$ cat config.mk
export PLATFORM = sky130hd
export DESIGN_NAME = dac_spi_out
export DESIGN_NICKNAME = d
export VERILOG_FILES = /design/src/rtl/spi_pkg.sv /design/src/rtl/spi_half_period_timer.sv /design/src/rtl/dac_spi_out.sv
export SDC_FILE = /design/constraint.sdc
export NUM_CORES = 1
export LEC_CHECK = 0
export ABC_AREA = 0
export BUFFER_PORTS_ARGS = -buffer_cell sky130_fd_sc_hd__buf_2
export CORE_MARGIN = 2
export CORE_UTILIZATION = 50
export CTS_CLUSTER_DIAMETER = 30
export DETAILED_ROUTE_END_ITERATION = 12
export PLACE_DENSITY = 0.77
export SLEW_MARGIN = 20
export SYNTH_ARGS = -nofsm -noshare
export SYNTH_HDL_FRONTEND = slang
export SYNTH_SLANG_ARGS = --single-unit
$ cat constraint.sdc
create_clock -name clock -period 1.6 [get_ports clock]
set_clock_uncertainty 0.05 [all_clocks]
set_input_delay 0.24 -clock clock [delete_from_list [all_inputs] [get_ports clock]]
set_output_delay 0.24 -clock clock [all_outputs]
set_load 0.01 [all_outputs]
$ cat src/rtl/spi_pkg.sv
// Shared definitions for the 16-bit SPI link: transmitter FSM states, word width
// and the receiver idle timeout that frames words on the clock/data-only link.
package spi_pkg;

   typedef enum logic [1:0] {
      SPI_IDLE  = 2'd0,
      SPI_SETUP = 2'd1,
      SPI_HIGH  = 2'd2,
      SPI_GAP   = 2'd3
   } spi_state_t;

   localparam int          SPI_WORD_WIDTH = 16;
   localparam logic [15:0] SPI_IDLE_TIME  = 16'h1FF;

endpackage

$ cat src/rtl/spi_half_period_timer.sv
// Free-running divider: ticks on the cycle its count reaches the terminal value,
// restarts after each tick, and is forced back to zero by load.
module spi_half_period_timer #(
   parameter int WIDTH = 2
) (
   input  logic             clock,
   input  logic             reset_n,
   input  logic             load,
   input  logic             enable,
   input  logic [WIDTH-1:0] terminal,
   output logic             tick
);

   logic [WIDTH-1:0] count_q;
   logic [WIDTH-1:0] count_d;

   assign tick = enable && (count_q == terminal);

   always_comb begin
      count_d = count_q;
      if (load) begin
         count_d = '0;
      end else if (enable) begin
         count_d = tick ? '0 : count_q + WIDTH'(1);
      end
   end

   always_ff @(posedge clock or negedge reset_n) begin
      if (!reset_n) begin
         count_q <= '0;
      end else begin
         count_q <= count_d;
      end
   end

endmodule

$ cat src/rtl/dac_spi_out.sv
// SPI master transmitter: MSB-first words, data launched on the falling SPI clock,
// clock parked low. Define DAC_SPI_OUT_CS_EN to add an active-low chip select.
module dac_spi_out
   import spi_pkg::*;
#(
   parameter int CLK_DIV    = 4,
   parameter int GAP_CYCLES = 8,
   parameter int DATA_WIDTH = SPI_WORD_WIDTH
) (
   input  logic                  clock,
   input  logic                  reset_n,
   input  logic [DATA_WIDTH-1:0] data_in,
   input  logic                  data_valid,
   output logic                  ready,
   output logic                  spi_clock_out,
   output logic                  spi_data_out,
`ifdef DAC_SPI_OUT_CS_EN
   output logic                  spi_cs_n,
`endif
   output logic                  data_sent
);

   localparam int DIV_W = $clog2(CLK_DIV);
   localparam int BIT_W = $clog2(DATA_WIDTH);
   localparam int GAP_W = $clog2(GAP_CYCLES + 1);
   localparam logic [DIV_W-1:0] DIV_TERM = DIV_W'(CLK_DIV - 1);
   localparam logic [GAP_W-1:0] GAP_TERM = GAP_W'(GAP_CYCLES - 1);
   localparam logic [BIT_W-1:0] LAST_BIT = BIT_W'(DATA_WIDTH - 1);

   // A bit period must stay far inside the receiver's idle timeout or it would reframe mid-word.
   if (CLK_DIV < 2 || CLK_DIV > 255 || GAP_CYCLES < 2 ||
       2 * CLK_DIV >= int'(SPI_IDLE_TIME)) begin : g_bad_params
      $error("dac_spi_out: CLK_DIV must be 2..255 and GAP_CYCLES at least 2");
   end

   spi_state_t            state_q, state_d;
   logic [DATA_WIDTH-1:0] shift_q, shift_d;
   logic [BIT_W-1:0]      bit_q, bit_d;
   logic                  ready_q, spi_clock_q, spi_data_q, data_sent_q;
   logic                  accept, word_active;
   logic                  div_load, div_tick, gap_load, gap_tick;

   assign accept      = data_valid && ready_q;
   assign word_active = (state_q == SPI_SETUP) || (state_q == SPI_HIGH);

   spi_half_period_timer #(.WIDTH(DIV_W)) u_div_timer (
      .clock    (clock),
      .reset_n  (reset_n),
      .load     (div_load),
      .enable   (word_active),
      .terminal (DIV_TERM),
      .tick     (div_tick)
   );

   spi_half_period_timer #(.WIDTH(GAP_W)) u_gap_timer (
      .clock    (clock),
      .reset_n  (reset_n),
      .load     (gap_load),
      .enable   (state_q == SPI_GAP),
      .terminal (GAP_TERM),
      .tick     (gap_tick)
   );

   always_comb begin
      state_d  = state_q;
      shift_d  = shift_q;
      bit_d    = bit_q;
      div_load = 1'b0;
      gap_load = 1'b0;
      unique case (state_q)
         SPI_IDLE: begin
            if (accept) begin
               shift_d  = data_in;
               bit_d    = '0;
               div_load = 1'b1;
               state_d  = SPI_SETUP;
            end
         end
         SPI_SETUP: begin
            if (div_tick) state_d = SPI_HIGH;
         end
         SPI_HIGH: begin
            if (div_tick) begin
               if (bit_q == LAST_BIT) begin
                  gap_load = 1'b1;
                  state_d  = SPI_GAP;
               end else begin
                  shift_d = {shift_q[DATA_WIDTH-2:0], 1'b0};
                  bit_d   = bit_q + BIT_W'(1);
                  state_d = SPI_SETUP;
               end
            end
         end
         SPI_GAP: begin
            if (gap_tick) state_d = SPI_IDLE;
         end
         default: state_d = SPI_IDLE;
      endcase
   end

   // Pins are registered from the current state, so they trail the FSM by one cycle;
   // ready drops on the accepting edge itself so a held data_valid cannot double-load.
   always_ff @(posedge clock or negedge reset_n) begin
      if (!reset_n) begin
         state_q     <= SPI_IDLE;
         shift_q     <= '0;
         bit_q       <= '0;
         ready_q     <= 1'b1;
         spi_clock_q <= 1'b0;
         spi_data_q  <= 1'b0;
         data_sent_q <= 1'b0;
      end else begin
         state_q     <= state_d;
         shift_q     <= shift_d;
         bit_q       <= bit_d;
         ready_q     <= (state_q == SPI_IDLE) && !accept;
         spi_clock_q <= (state_q == SPI_HIGH);
         spi_data_q  <= word_active && shift_q[DATA_WIDTH-1];
         data_sent_q <= (state_q == SPI_IDLE) && !ready_q;
      end
   end

   assign ready         = ready_q;
   assign spi_clock_out = spi_clock_q;
   assign spi_data_out  = spi_data_q;
   assign data_sent     = data_sent_q;

`ifdef DAC_SPI_OUT_CS_EN
   logic spi_cs_n_q;

   always_ff @(posedge clock or negedge reset_n) begin
      if (!reset_n) begin
         spi_cs_n_q <= 1'b1;
      end else begin
         spi_cs_n_q <= !word_active;
      end
   end

   assign spi_cs_n = spi_cs_n_q;
`endif

endmodule

* After elaboration in Yosys (flattened, before gate mapping)
Cells that the tools add are included.
** Storage, ports and cells
- Bits in registers :: 32
- Input port bits :: 19
- Logic and storage cells :: 63
** Operators by class
- Add/sub/neg operators :: 3
- Eq/ne operators :: 11
- Muxes and demuxes :: 25
- Reductions and logical operators :: 15
** Operator list (count)
- 16-bit 2-to-1 mux :: 3
- 16-bit one-hot mux with 2 select lines :: 1
- 4-bit 2-to-1 mux :: 6
- 2-bit 2-to-1 mux :: 8
- 4-bit by 1-bit adder with 4-bit output (second input constant) :: 2
- 2-bit one-hot mux with 4 select lines :: 1
- 4-bit one-hot mux with 2 select lines :: 1
- 4-bit AND reduction :: 2
- 2-bit equality test (second input constant) :: 3
- 1-bit logical AND :: 6
- 2-bit inequality test (second input constant) :: 3
- 2-bit nonzero test :: 3
- 1-bit 2-to-1 mux :: 5
- 4-bit by 3-bit equality test with 1-bit output (second input constant) :: 1
- 4-bit equality test (second input constant) :: 1
- 2-bit by 1-bit inequality test with 1-bit output (second input constant) :: 2
- 2-bit by 1-bit adder with 2-bit output (second input constant) :: 1
- 2-bit by 1-bit equality test with 1-bit output (second input constant) :: 1
- 1-bit logical NOT :: 2
- 2-bit logical NOT :: 1
- 1-bit logical OR :: 1

* Logic depth before layout (Yosys ltp)
- Word-level depth :: 6
- Depth in mapped cells :: 8
- Gate-level depth less buffers :: 7

* Modules after synthesis
Synthesis repeated with hierarchy kept, for this count alone.
** Unflattened totals
- Cells, all modules :: 163
- Area total of the unflattened synthesis :: 1774.2 um2
** Modules (own cells, without submodules)
- dac_spi_out :: instances 1, cells each 122, area each 1363.8 um2, seq. area each 651.9 um2
- spi_half_period_timer (u_gap_timer) :: instances 1, cells each 26, area each 270.3 um2, seq. area each 100.1 um2
- spi_half_period_timer (u_div_timer) :: instances 1, cells each 15, area each 140.1 um2, seq. area each 50.0 um2

* Worst setup path before layout
OpenSTA, ideal clock, no wires.
- Path kind :: reg-to-reg
- From :: register state_q[0]
- To :: register shift_q[10]
- Data arrival time :: 1.552 ns
- Data required time :: 1.428 ns
- Path slack :: -0.124 ns
- Cell stages (with the launch flop) :: 7
- Cells stage by stage :: dfrtp_1 inv_1 ha_1 and3_4 o211ai_4 buf_4 o21ai_1
** Between the ends
- Word-level cells in the longest chain between the ends :: 5
- Elaborated cells on any way between the ends :: 11
- Classes of those cells :: eq/ne: 5; mux: 1; reduce/logical: 5
** Ends and longest elaborated chain
- start, declared :: line dac_spi_out.sv:36 : spi_state_t state_q, state_d;
- start signal, assigned :: line dac_spi_out.sv:113 : state_q <= state_d;
- 2-bit by 1-bit equality test with 1-bit output / 2-bit equality test (equally long branches) :: line dac_spi_out.sv:44, dac_spi_out.sv:70
- 1-bit logical OR :: line dac_spi_out.sv:44 : assign word_active = (state_q == SPI_SETUP) || (state_q == SPI_HIGH);
- 1-bit logical AND :: line spi_half_period_timer.sv:17 : assign tick = enable && (count_q == terminal);
- 2-bit by 1-bit inequality test with 1-bit output (no line)
- 4-bit AND reduction (no line)
- end signal, assigned :: line dac_spi_out.sv:114 : shift_q <= shift_d;
- end, declared :: line dac_spi_out.sv:37 : logic [DATA_WIDTH-1:0] shift_q, shift_d;
Parallel ways exist; a longest one is shown, timed or not.
A chain may end at the register's enable or synchronous reset.

* Worst setup path after layout
- From :: register state_q[0]
- To :: register state_q[1]
** Between the ends
- Word-level cells in the longest chain between the ends :: 5
- Elaborated cells on any way between the ends :: 13
- Classes of those cells :: eq/ne: 7; mux: 1; reduce/logical: 5
** Ends and longest elaborated chain (line)
- 2-bit by 1-bit equality test with 1-bit output / 2-bit equality test (equally long branches) :: dac_spi_out.sv:44, dac_spi_out.sv:70
- 1-bit logical OR :: dac_spi_out.sv:44
- 1-bit logical AND :: spi_half_period_timer.sv:17
- 2-bit by 1-bit inequality test with 1-bit output (no line)
- 4-bit AND reduction (no line)
Parallel ways exist; a longest one is shown, timed or not.

==> flow_summary.ini <==
[global_route]
grt_pass1_vias = 1242
antenna_found_initial = 0
gr-total-overflow = 0
grt_usage = 0.200
grt_pass1_wl_mm = 5.26
grt_max_degree = 33

[outcome]
violations = negative setup slack
status = finished with violations

[logic_synthesis]
syn_nets = 175
netlist_area_um2 = 1600
ys_ff_latch = 32
syn_avg_cell_area_um2 = 10.8
synth-edff-count = 0
yosysWarnings = 0
syn-instance-count = 148
yosysSeqAreaShare = 0.502
ys_types = 32
synth_ff_type = dfrtp_1
async_reset_ff_frac = 1.00

[clock_tree]
clockRootBuffer = clkbuf_4
clock-sinks = 32
cts_tree = done
cts_made_buffers = 5
cts_buffer_depth = 2
clkTransAtPathRegs_ns = 0.09
cts_max_level = 2
clock_latency_ns = 0.34

[power_and_ir_drop]
peakVddDrop_v = 0.00103
power_density_nw_per_um2 = 1990
static-leakage-power_uw = 0.000901

[route]
drt-initial-drc-count = 48
vias = 1194
wire_per_inst_um = 13.2
dr.pass1.iters = 4
final_antenna_net_count = 0
drc = 0
viasPerCell = 5.19
drt_wl_total_mm = 3.04

[worst_setup_path]
required_ns = 1.80
cp-end-kind = flip-flop
crit_fanout = 4
cp-start-kind = flip-flop
worstSetupPathType = flip-flop to flip-flop
crit_arrival_ns = 1.82

[place]
gp_congestion = 0.808
port_buffers = 22
place_ws_ns = -0.0602
placed_area_um2 = 1820
dpl.hpwl_mm = 2.26

[floorplan]
ios = 23
core_region_area_um2 = 3050
die_w_um = 60.5
die_h_um = 60.5
row_count = 20
dieArea_um2 = 3660
start_util = 0.523

[timing]
period_needed_ns = 1.62
fin_ws_ns = -0.0174
period_share = 1.01
worst_slew_pin_slew_ns = 0.706
finalSetupViolations = 3
hold_violations = 0
relSlewSlack = 0.529
slew_viol_final = 0
timing.fmax_ghz = 0.618
grt_setup_unrepaired = true

[worst_hold_path]
hp-class = input pin to flip-flop

[final_layout]
fill_cells = 255
antenna_cells = 0
mostFrequentLayoutCell = dfrtp_1
syn2layout_area_growth_pct = 21.9
nets = 212
drive_gt1_frac = 0.312
final_cell_mix = dfrtp_1 (30), nand2_1 (23), buf_2 (22)
design_area_um2 = 1950

[flow_run]
maxCapViolations = 0
## cell families (layout without fill, tap and decap cells)
kind of cell / Yosys count / in the layout / share of synthesized area
XOR/XNOR: 1 / 1 / 0.00549
AO/OA/AOI/OAI: 33 / 33 / 0.137
adder cells (fa/ha/maj): 8 / 8 / 0.0627
multiplexers: 18 / 18 / 0.113
AND/OR/NAND/NOR: 44 / 44 / 0.132
flip-flops: 32 / 32 / 0.502
buffers and inverters: 12 / 50 / 0.0470
## path summary, 6_finish.rpt
kind                       startpoint      endpoint  slack, ns  depth (start not counted)
max                        state_q[0]    state_q[1]      -0.02                          6
min                        data_in[0]    shift_q[0]       0.09                          3
max reg2reg                state_q[0]    state_q[1]      -0.02                          6
min reg2reg                shift_q[6]    shift_q[6]       0.44                          2
max in group asynchronous     reset_n    state_q[1]       0.57                          2
min in group asynchronous     reset_n  spi_data_out       0.42                          2
## what timing repair did
| item | 4_1_cts | 5_1_grt |
|---|---|---|
| gates resized for setup | 5 | 9 |
| endpoints found under the setup margin | 24 | 26 |
| pin swaps | 1 | 3 |
| hold buffers | 1 | 0 |
| hold endpoints to repair | 31 | 0 |
| setup buffers | 0 | 1 |
## area by class of cell
class | count | area (µm²) | share of cell area
Clock inverter | 1 | 7.51 | 0.00386
Sequential cell | 32 | 803 | 0.413
Multi-Input combinational cell | 104 | 763 | 0.392
Inverter | 5 | 21.3 | 0.0109
Clock buffer | 7 | 55.1 | 0.0283
Tap cell | 44 | 55.1 | 0.0283
Timing Repair Buffer | 37 | 240 | 0.123
## worst max-delay path, cell delays in order, from the launching register on
cell	delay (ns)
dfrtp_1	0.39
buf_4	0.15
ha_2	0.17
or2_4	0.23
a221oi_4	0.29
a21oi_1	0.10
a31oi_1	0.15
## synthesized netlist by cell type, types with 2 or more instances
library cell   n  share of area
nand3_1        2         0.0063
o21ai_1       17          0.053
dfrtp_1       31           0.49
nor2b_1        2         0.0078
buf_2          3         0.0094
buf_6          3          0.021
inv_1          4         0.0094
nand2b_1       2         0.0078
nand4_1        3          0.012
o21ai_0        3         0.0094
nor2_1         5          0.012
a21oi_1        6          0.019
nand2_1       23          0.054
nand3b_1       2         0.0094
mux2i_1       18           0.11
ha_1           8          0.063
## report_power, final
| group | switching, µW | leakage, µW | internal, µW |
|---|---|---|---|
| sequential | 217 | 0.000403 | 1170 |
| combinational | 997 | 0.000466 | 993 |
| clock | 277 | 0.0000315 | 215 |
| total | 1490 | 0.000901 | 2380 |
## sequential cells by signal, indices dropped and copies added (netlist names)
name and cells:
state_q 2, spi_data_out 1, u_div_timer.count_q 2, spi_clock_out 1, u_gap_timer.count_q 4, data_sent 1
bit_q 4, ready 1, shift_q 16
## routing by layer
layer	part of all wire	routed length, µm	vias up	GRT usage
met2	0.52	1590	29	0.342
met1	0.40	1210	567	0.218
li1	-	-	583	-
met4	0.043	132	0	0.137
met3	0.035	106	15	0.0512
met5	0	0	-	0
## stage by stage
step | setup TNS, ns | hold slack, ns | power (µW) | utilization | std cells
floorplan | -0.0344 | -0.106 | 2820 | - | 148
global placement | 0 | 0.260 | 3120 | 0.596 | 220
detailed placement | -0.608 | 0.275 | 3270 | 0.596 | 220
CTS | -0.334 | 0.0777 | 3800 | 0.625 | 229
global route | -1.34 | 0.0884 | 4200 | 0.637 | 230
finish | -0.0362 | 0.0899 | 3870 | 0.637 | 230
(Power assumes the default switching activity.)
